## src/rtl/sha_pkg.sv

```systemverilog
// Shared constants and state encoding for the SHA-256 block sequencer.
// Latency: n/a (declarations only).
// Backpressure: n/a.
package sha_pkg;

    localparam int SHA256_ROUNDS    = 64;
    localparam int SHA256_MSG_WORDS = 16;
    localparam int SHA256_RND_W     = 6;

    // Sequencer phases; encodings 6 and 7 are unused and fall back to IDLE.
    typedef enum logic [2:0] {
        IDLE   = 3'd0,
        INIT   = 3'd1,
        LOAD   = 3'd2,
        ROUND  = 3'd3,
        UPDATE = 3'd4,
        DONE   = 3'd5
    } state_t;

endpackage

```

## src/rtl/sha_round_counter.sv

```systemverilog
// Round index counter: sync clear, enable, terminal flag on the last enabled round.
// Latency: count updates one edge after en; term is combinational from count and en.
// Backpressure: en low (datapath stall) holds the count; saturates at ROUNDS-1.
module sha_round_counter
    import sha_pkg::*;
#(
    parameter int ROUNDS = SHA256_ROUNDS,
    parameter int RND_W  = SHA256_RND_W
) (
    input  logic             usr_clk,
    input  logic             usr_reset_n,
    input  logic             clr,
    input  logic             en,
    output logic [RND_W-1:0] count,
    output logic             term
);

    localparam logic [RND_W-1:0] LAST = RND_W'(ROUNDS - 1);

    assign term = en && (count == LAST);

    // Count enabled rounds; never step past the final round index.
    always_ff @(posedge usr_clk or negedge usr_reset_n) begin
        if (!usr_reset_n) begin
            count <= '0;
        end else if (clr) begin
            count <= '0;
        end else if (en && (count != LAST)) begin
            count <= count + 1'b1;
        end
    end

endmodule

```

## src/rtl/sha_block_sequencer.sv

```systemverilog
// Sequences the SHA-256 datapath per block: IV load, WV load, 64 rounds, H update.
// Latency: 68 cycles from accepted start to DONE when unstalled; +1 per stalled round.
// Backpressure: o_ready only in IDLE; i_stall freezes the ROUND phase only.
module sha_block_sequencer
    import sha_pkg::*;
#(
    parameter int ROUNDS    = SHA256_ROUNDS,
    parameter int MSG_WORDS = SHA256_MSG_WORDS,
    parameter int RND_W     = SHA256_RND_W
) (
    input  logic             usr_clk,
    input  logic             usr_reset_n,
    input  logic             i_start,
    input  logic             i_first_blk,
    input  logic             i_last_blk,
    input  logic             i_stall,
    output logic             o_ready,
    output logic             o_busy,
    output logic             o_init_iv,
    output logic             o_load_wv,
    output logic             o_round_en,
    output logic [RND_W-1:0] o_round,
    output logic             o_w_sel,
    output logic [3:0]       o_msg_idx,
    output logic             o_h_update,
    output logic             o_blk_done,
    output logic             o_valid
);

    localparam logic [RND_W-1:0] MSG_LIM = RND_W'(MSG_WORDS);

    state_t           state_q;
    state_t           state_d;
    logic             first_q;
    logic             last_q;
    logic             cnt_clr;
    logic             round_term;
    logic [RND_W-1:0] cnt;

    sha_round_counter #(
        .ROUNDS (ROUNDS),
        .RND_W  (RND_W)
    ) u_round_counter (
        .usr_clk     (usr_clk),
        .usr_reset_n (usr_reset_n),
        .clr         (cnt_clr),
        .en          (o_round_en),
        .count       (cnt),
        .term        (round_term)
    );

    // State register; reset aborts any block in flight.
    always_ff @(posedge usr_clk or negedge usr_reset_n) begin
        if (!usr_reset_n) begin
            state_q <= IDLE;
        end else begin
            state_q <= state_d;
        end
    end

    // Capture message-position flags only with an accepted start.
    always_ff @(posedge usr_clk or negedge usr_reset_n) begin
        if (!usr_reset_n) begin
            first_q <= 1'b0;
            last_q  <= 1'b0;
        end else if ((state_q == IDLE) && i_start) begin
            first_q <= i_first_blk;
            last_q  <= i_last_blk;
        end
    end

    // Next-state and Moore output decode; only o_round_en also sees i_stall.
    always_comb begin
        state_d    = IDLE;
        o_ready    = 1'b0;
        o_busy     = 1'b1;
        o_init_iv  = 1'b0;
        o_load_wv  = 1'b0;
        o_round_en = 1'b0;
        o_round    = '0;
        o_w_sel    = 1'b0;
        o_msg_idx  = 4'd0;
        o_h_update = 1'b0;
        o_blk_done = 1'b0;
        o_valid    = 1'b0;
        cnt_clr    = 1'b0;
        case (state_q)
            IDLE: begin
                o_ready = 1'b1;
                o_busy  = 1'b0;
                state_d = i_start ? INIT : IDLE;
            end
            INIT: begin
                // Continuation blocks keep the chained H from the previous block.
                o_init_iv = first_q;
                state_d   = LOAD;
            end
            LOAD: begin
                o_load_wv = 1'b1;
                cnt_clr   = 1'b1;
                state_d   = ROUND;
            end
            ROUND: begin
                o_round_en = ~i_stall;
                o_round    = cnt;
                o_msg_idx  = cnt[3:0];
                o_w_sel    = (cnt >= MSG_LIM);
                state_d    = round_term ? UPDATE : ROUND;
            end
            UPDATE: begin
                o_h_update = 1'b1;
                state_d    = DONE;
            end
            DONE: begin
                o_blk_done = 1'b1;
                o_valid    = last_q;
                state_d    = IDLE;
            end
            default: begin
                state_d = IDLE;
            end
        endcase
    end

endmodule

```

## config.mk

```make
export PLATFORM = sky130hd
export DESIGN_NAME = sha_block_sequencer
export DESIGN_NICKNAME = d
export VERILOG_FILES = /design/src/rtl/sha_pkg.sv /design/src/rtl/sha_round_counter.sv /design/src/rtl/sha_block_sequencer.sv
export SDC_FILE = /design/constraint.sdc
export NUM_CORES = 1
export LEC_CHECK = 0
export ABC_AREA = 1
export CAP_MARGIN = 20
export CORE_MARGIN = 4
export CORE_UTILIZATION = 46
export DETAILED_ROUTE_END_ITERATION = 6
export PLACE_DENSITY = 0.86
export SLEW_MARGIN = 30
export SYNTH_ARGS = -nofsm -noshare
export SYNTH_HDL_FRONTEND = slang
export SYNTH_SLANG_ARGS = --single-unit
```

## constraint.sdc

```tcl
create_clock -name usr_clk -period 3.8 [get_ports usr_clk]
set_clock_uncertainty 0.1 [all_clocks]
set_input_delay 0.76 -clock usr_clk [delete_from_list [all_inputs] [get_ports usr_clk]]
set_output_delay 0.76 -clock usr_clk [all_outputs]
set_load 0.02 [all_outputs]
```

== Word level (Yosys, flattened, before mapping) ==
Cells that the tools add are included.

* Register bits: 11
* Latch bits: 0
* RAM bits: 0
* ROM bits: 0
* Input port bits: 6
* Output and inout port bits: 19
* Memories kept: 0

* $add $sub $neg: 1
* Multipliers: 0
* Div/mod/pow operators: 0
* Magnitude comparators: 1
* Equality and inequality tests: 7
* Shifts and indexed selects: 0
* Multiplexer cells: 16
* Bitwise gates (word level): 1
* Reductions and logical operators: 5

{| class="wikitable"
|+ Operators by type and width
! kind !! number
|-
| $mux W6 || 3
|-
| $pmux W3 S5 || 1
|-
| $mux W1 || 10
|-
| $add A6 B1 Y6 const B || 1
|-
| $eq A3 B2 Y1 const B || 2
|-
| $eq A3 B3 Y1 const B || 2
|-
| $eq A6 B6 Y1 const B || 1
|-
| $ge A6 B5 Y1 const B || 1
|-
| $ne A6 B6 Y1 const B || 1
|-
| $mux W4 || 1
|-
| $eq A3 B1 Y1 const B || 1
|-
| $logic_and A1 B1 Y1 || 3
|-
| $logic_not A3 Y1 || 1
|-
| $mux W3 || 1
|-
| $reduce_bool A2 Y1 || 1
|-
| $not A1 Y1 || 1
|}

== Depth between registers and ports, before layout ==
Gate-level depths: netlist of the first run.

* Word-level depth: 5
* Depth in mapped cells: 7
* Depth with buffers taken out: 7

== Cells and area by module ==
Synthesis of the first run repeated with hierarchy kept, for this count alone.

* Cell total of the unflattened synthesis: 109
* Area total of the unflattened synthesis: 778.2 um2

{| class="wikitable"
|+ By module, submodules not included
! module !! instances !! cells an instance !! area each (um2) !! seq. area each (um2)
|-
| sha_round_counter || 1 || 54 || 404.1 || 150.1
|-
| sha_block_sequencer || 1 || 55 || 374.1 || 125.1
|}

== Least setup slack after synthesis of the first run ==
OpenSTA, ideal clock, no wires.

* Path kind: register -> output
* Start: reg state_q[2]
* End: out o_valid
* Arrival time: 1.314 ns
* Required time: 2.940 ns
* Setup slack: 1.626 ns
* Cell stages (with the launch flop): 4
* Buffers on the path: 0
* Path through: dfrtp_1 -> inv_1 -> nor3_1 -> and2_1

* Word-level cells in the longest chain between the ends: 2

{| class="wikitable"
|+ Ends and longest elaborated chain
! item !! RTL line !! text
|-
| start, declared || sha_block_sequencer.sv:32 || <nowiki>state_t state_q;</nowiki>
|-
| start signal, assigned || sha_block_sequencer.sv:57 || <nowiki>state_q <= state_d;</nowiki>
|-
| $eq A3 B3 Y1 || sha_block_sequencer.sv:87 || <nowiki>case (state_q)</nowiki>
|-
| $mux W1 || sha_block_sequencer.sv:87 ||
|-
| end, declared || sha_block_sequencer.sv:27 || <nowiki>output logic o_valid</nowiki>
|}

No other way between the ends.

== Final worst setup path of the first run ==
* Start: in i_stall
* End: out o_round_en

* Word-level cells in the longest chain between the ends: 2

{| class="wikitable"
|+ Ends and longest elaborated chain
! item !! RTL line !! text
|-
| start, declared || sha_block_sequencer.sv:16 || <nowiki>input logic i_stall,</nowiki>
|-
| $not A1 Y1 || sha_block_sequencer.sv:104 || <nowiki>o_round_en = ~i_stall;</nowiki>
|-
| $mux W1 || sha_block_sequencer.sv:87 ||
|-
| end, declared || sha_block_sequencer.sv:21 || <nowiki>output logic o_round_en,</nowiki>
|}

No other way between the ends.

==> impl_metrics.json, run 1 <==
{
  "outcome": "finished, final reports clean",
  "hold_path_class": "flip-flop to flip-flop",
  "synthDominantCellAreaShare_pct": 40.4,
  "cts_max_path_buffers": 2,
  "synthesis.nets": 103,
  "synth_area_leaders": "dfrtp_1, nand2_1, nand3_1, buf_4, inv_1",
  "synth_top_family_by_area": "simple AND/OR/NAND/NOR gates",
  "yosys_warnings": 0,
  "power_uw": 522,
  "p_leak_nw": 0.474,
  "track_usage_pct": 18.1,
  "fin_area_um2": 930,
  "synth_xor_area_share_pct": 1.28,
  "cts_made_buffers": 3,
  "final_common_cell": "nand2_1",
  "reg2reg_from": "u_round_counter.count[0]$_DFFE_PN0P_",
  "nets": 127,
  "min_period_over_period_pct": 73.7,
  "synth-edff-count": 0,
  "setup_violations": 0,
  "reg2reg_to": "u_round_counter.count[5]$_DFFE_PN0P_",
  "holdWs_ns": 0.381,
  "synthAdderAreaFrac_pct": 1.83,
  "coreArea_um2": 1350,
  "clkPwrFrac_pct": 14.9,
  "path_clk_slew_ns": 0.06,
  "grt-ovfl-total": 0,
  "cts_root_buffer": "clkbuf_4",
  "path_max_fanout": 2,
  "num_vias": 677,
  "clk_latency_ns": 0.27,
  "antenna_found_initial": 0,
  "p_int_uw": 300,
  "synth_seq_cells": 11,
  "wl_um": 1620,
  "die-area_um2": 2160,
  "relSlewSlack_pct": 66.0,
  "first_pass_iters": 4,
  "p_seq_share_pct": 34.1,
  "portBuffers": 24,
  "synthSimpleGateAreaFrac_pct": 42.4,
  "cts_setup_buffers": 0,
  "drive_gt1_share_pct": 9.24,
  "netlist_area_um2": 682,
  "synth_largest_area_cell": "dfrtp_1",
  "pin_count": 25,
  "drt_iter0_drc": 21,
  "dp_hpwl_um": 1310,
  "drtAntennaViolNets": 0,
  "swShare_pct": 42.6,
  "powerDensity_nw_per_um2": 562,
  "grt_max_degree": 12,
  "antenna_cells": 0,
  "combPwrFrac_pct": 51.0,
  "synth_mux_area_share_pct": 0,
  "rsz0062_at_grt": "no",
  "initial_core_util_pct": 50.5,
  "htreeDepth": 1,
  "hold_end": "last_q$_DFFE_PN0P_",
  "min-delay-start": "last_q$_DFFE_PN0P_",
  "fin_tns_setup_ns": 0,
  "cts_sinks": 11,
  "hold_violations": 0,
  "grt_pass1_wl_um": 2680,
  "areaGrowthSynthToFinish_pct": 36.3,
  "worstSetupStartpoint": "i_stall",
  "first_global_vias": 595,
  "synth_compound_area_share_pct": 1.47,
  "syn_area_per_cell_um2": 7.10,
  "die_x_um": 46.5,
  "r2r_setup_slack_ns": 2.27,
  "synth_seq_area_share_pct": 40.4,
  "start_kind": "input port",
  "min_path_cells": 2,
  "synth-async-reset-ratio_pct": 100,
  "fmax_mhz": 357,
  "ys.flop_type": "dfrtp_1",
  "worstPathRequired_ns": 2.94,
  "avgRoutedWirePerCell_um": 12.1,
  "fin_util_pct": 68.9,
  "post-route-drc-count": 0,
  "avgViaCountPerCell": 5.05,
  "ir_drop_uv": 366,
  "end_kind": "output port",
  "placed_area_um2": 903,
  "syn_inst": 96,
  "power.switching_uw": 222,
  "tritoncts": "yes",
  "final_max_slew_viol_count": 0,
  "cts_resized": 0,
  "fin_crit_ns": 2.80,
  "num_rows": 13,
  "die_h_um": 46.5,
  "synth_cell_types": 17,
  "gp_congestion": 0.789,
  "critPathKind": "input port to output port",
  "final_cell_mix": "nand2_1, clkdlybuf4s50_1, dfrtp_1",
  "max_slew.worst_pin.slew_ns": 0.509,
  "postCtsHoldBufs": 0,
  "cap_violations": 0,
  "r2r_cells": 7,
  "crit_arrival_ns": 1.94
}
-- power by group through the flow --
stage	sequential (mW)	combinational (mW)	clock (mW)
2_1_floorplan	0.163	0.197	0
3_5_place_dp	0.179	0.269	0
3_3_place_gp	0.177	0.263	0
5_1_grt	0.182	0.290	0.0873
6_report	0.178	0.267	0.0777
4_1_cts	0.177	0.269	0.0824
-- critical path, stage by stage --
cell and delay [ns]:
clkdlybuf4s50_1 0.39, inv_1 0.06, nand2_2 0.07, inv_2 0.06, clkdlybuf4s50_1 0.59
-- through the flow --
step | cells | setup slack, ns
3_5_place_dp | 130 | 0.986
2_1_floorplan | 96 | 1.63
4_1_cts | 134 | 0.990
5_1_grt | 134 | 0.879
3_3_place_gp | 130 | 1.00
6_report | 134 | 0.998
-- cells by family (layout without fill, tap and decap cells) --
logic type | after synthesis | count (layout)
xor gates and xnor gates | 1 | 1
AOI/OAI and AO/OA | 2 | 2
and+or+nand+nor | 63 | 63
DFF | 11 | 11
buffers and inverters | 18 | 41
adders and majority gates | 1 | 1
-- state kept, by name, indices dropped and copies added, names as in the netlist --
| signal | cells |
|---|---|
| first_q | 1 |
| last_q | 1 |
| u_round_counter.count | 6 |
| state_q | 3 |
-- worst max path at each step --
stage	cells past startpoint	to	slack, ns
2_1_floorplan	3	o_valid	1.63
3_3_place_gp	5	o_round_en	1.00
3_5_place_dp	5	o_round_en	0.99
4_1_cts	5	o_round_en	0.99
5_1_grt	4	o_round[2]	0.88
6_report	5	o_round_en	1.0
-- cell usage after synthesis (2+ instances only) --
library cell and instances:
buf_4 5, dfrtp_1 11, inv_1 10, inv_2 3, nand2_1 32, nand3_1 8
nand4_1 6, nor2_1 9, nor2_2 2, nor2_4 2, nor3_1 2
-- cell type report --
type | instances | area, um2
tap | 15 | 18.8
sequential | 11 | 275
fill | 133 | 420
inverter | 13 | 48.8
clock buffer | 4 | 26.3
multi-input combinational | 67 | 320
timing repair buffer | 24 | 240
-- layer usage --
| layer | up-vias | global-route usage, % | wire length [um] |
|---|---|---|---|
| li1 | 344 | - | - |
| met1 | 318 | 21.0 | 724 |
| met2 | 11 | 29.7 | 805 |
| met3 | 4 | 6.25 | 64 |
| met4 | 0 | 7.95 | 29 |
| met5 | - | 0 | 0 |
(Power assumes the default switching activity.)
==> run 2, diff against run 1 <==
--- a/config.mk
+++ b/config.mk
@@ -8,9 +8,9 @@
 export ABC_AREA = 1
 export CAP_MARGIN = 20
 export CORE_MARGIN = 4
-export CORE_UTILIZATION = 46
+export CORE_UTILIZATION = 42
 export DETAILED_ROUTE_END_ITERATION = 6
-export PLACE_DENSITY = 0.86
+export PLACE_DENSITY = 0.8
 export SLEW_MARGIN = 30
 export SYNTH_ARGS = -nofsm -noshare
 export SYNTH_HDL_FRONTEND = slang
==> constraint.sdc (replaced) <==
create_clock -name usr_clk -period 2.9 [get_ports usr_clk]
set_clock_uncertainty 0.1 [all_clocks]
set_input_delay 0.58 -clock usr_clk [delete_from_list [all_inputs] [get_ports usr_clk]]
set_output_delay 0.58 -clock usr_clk [all_outputs]
set_load 0.02 [all_outputs]
==> run 2 against run 1 <==
Core utilization decreased by 7.8 points. Die area increased by 7.9%. Cell count increased by 0.75%. Via count increased by 1.0%. Clock power increased by 38%. Sequential share of layout area about the same. Non-clock buffer count unchanged. Register-to-register slack got worse by 0.95 ns. Sequential power increased by 32%. Power increased by 33%. Count of clock-buffer cells in the layout unchanged. Wire length increased by 2.2%. Critical path type is now flip-flop to output port.
==> impl_metrics.json, run 2 (synthesized netlist as in run 1, its figures left out) <==
{
  "outcome": "finished, final reports clean",
  "die_x_um": 48.3,
  "path_cells": "inv_1 -> nand3_1 -> nor2_1 -> clkdlybuf4s50_1",
  "cts_root_buffer": "clkbuf_4",
  "drtAntennaViolNets": 0,
  "cts_resized": 0,
  "placed_area_um2": 905,
  "power.switching_uw": 301,
  "multi_input_area_um2": 320,
  "postCtsHoldBufs": 0,
  "areaGrowthSynthToFinish_pct": 36.5,
  "clk_latency_ns": 0.27,
  "num_rows": 14,
  "cp_slowest_cell": "clkdlybuf4s50_1",
  "p_seq_share_pct": 33.8,
  "worstPathRequired_ns": 2.22,
  "gp_congestion": 0.761,
  "wl_met1_um": 705,
  "crit_buf_inv": 2,
  "antenna_cells": 0,
  "post-place-cells": 131,
  "cts_made_buffers": 3,
  "cap_violations": 0,
  "drive_gt1_share_pct": 9.24,
  "first_pass_iters": 4,
  "powerDensity_nw_per_um2": 746,
  "antenna_found_initial": 0,
  "setup_violations": 0,
  "hold_violations": 0,
  "wl_met3_um": 40,
  "first_global_vias": 663,
  "top_register": "u_round_counter.count",
  "largest_register_ffs": 6,
  "wl_met2_um": 891,
  "ir_drop_uv": 484,
  "swShare_pct": 43.4,
  "coreArea_um2": 1520,
  "grt_pass1_wl_um": 2680,
  "portBuffers": 24,
  "path_max_fanout": 7,
  "p_int_uw": 393,
  "fmax_mhz": 383,
  "fin_tns_setup_ns": 0,
  "nets": 127,
  "dp_hpwl_um": 1320,
  "hold_path_class": "flip-flop to flip-flop",
  "final_cell_count_no_fill": 135,
  "fin_crit_ns": 2.61,
  "post-route-drc-count": 0,
  "fin_util_pct": 61.1,
  "cts_setup_buffers": 0,
  "pin_count": 25,
  "final_common_cell": "nand2_1",
  "grt-ovfl-total": 0,
  "wl_um": 1660,
  "initial_core_util_pct": 44.7,
  "clkPwrFrac_pct": 15.4,
  "start_kind": "flip-flop",
  "p_leak_nw": 0.474,
  "cts_sinks": 11,
  "nFillCells": 141,
  "min_period_over_period_pct": 90.1,
  "final_cell_mix": "nand2_1, clkdlybuf4s50_1, dfrtp_1",
  "max_slew.worst_pin.slew_ns": 0.497,
  "fin_area_um2": 931,
  "combPwrFrac_pct": 50.8,
  "cts_max_path_buffers": 2,
  "track_usage_pct": 16.4,
  "path_clk_slew_ns": 0.07,
  "die-area_um2": 2330,
  "critPathKind": "flip-flop to output port",
  "die_h_um": 48.3,
  "htreeDepth": 1,
  "rsz0062_at_grt": "no",
  "cpPeakStageDelay_ns": 0.65,
  "num_vias": 684,
  "crit_arrival_ns": 1.93,
  "final-seq-area_um2": 275,
  "grt_max_degree": 12,
  "relSlewSlack_pct": 66.8,
  "tritoncts": "yes",
  "reg_top3": "u_round_counter.count x6, state_q x3",
  "avgViaCountPerCell": 5.07,
  "drt_iter0_drc": 20,
  "avgRoutedWirePerCell_um": 12.3,
  "crit_family": "buffers and inverters",
  "highest_layer": "met4",
  "final_max_slew_viol_count": 0,
  "end_kind": "output port"
}
[run 2: cell counts in the layout (fill, tap and decap cells not counted)]
Identical to the previous run, type by type.
[run 2: final timing paths]
kind | endpoint | slack, ns | startpoint | cells past startpoint
min | first_q$_DFFE_PN0P_ | 0.38 | first_q$_DFFE_PN0P_ | 2
min reg2reg | first_q$_DFFE_PN0P_ | 0.38 | first_q$_DFFE_PN0P_ | 2
max in group asynchronous | u_round_counter.count[4]$_DFFE_PN0P_ | 1.82 | usr_reset_n | 1
min in group asynchronous | last_q$_DFFE_PN0P_ | 0.54 | usr_reset_n | 1
max | o_round[1] | 0.29 | state_q[2]$_DFF_PN0_ | 4
max reg2reg | u_round_counter.count[4]$_DFFE_PN0P_ | 1.32 | u_round_counter.count[0]$_DFFE_PN0P_ | 7
[run 2: metal layers]
layer	vias to the layer above	GRT usage, %
met5	-	0
met4	0	8.60
met3	2	2.21
met2	9	27.9
met1	327	19.7
li1	346	-
[run 2: through the flow]
step                hold WS [ns]  worst slack (ns)  total power [mW]
floorplan                  0.184             0.906             0.472
global placement           0.356             0.462             0.576
detailed placement         0.368             0.430             0.589
CTS                        0.385             0.290             0.698
global route               0.400             0.177             0.739
finish                     0.383             0.286             0.695
[run 2: power groups by stage]
stage	registers, mW	logic (mW)	clock network (mW)
after floorplan	0.214	0.258	0
after global placement	0.232	0.344	0
after detailed placement	0.234	0.355	0
after CTS	0.232	0.356	0.110
after global routing	0.239	0.384	0.115
final	0.235	0.353	0.107
[run 2: area by class of cell]
class	count	share of cell area, %
tap	16	2.15
sequential	11	29.6
inverter	13	5.24
timing repair buffer	24	25.8
multi-input combinational	67	34.4
clock buffer	4	2.82
[run 2: worst reg2reg max path, cell delays in order (launching register included)]
cell     delay (ns)
dfrtp_1        0.45
ha_1           0.26
nand3_1        0.13
nor2_2         0.18
nor2_4         0.09
nor2_4         0.16
nand2_1        0.07
nand2_1        0.07
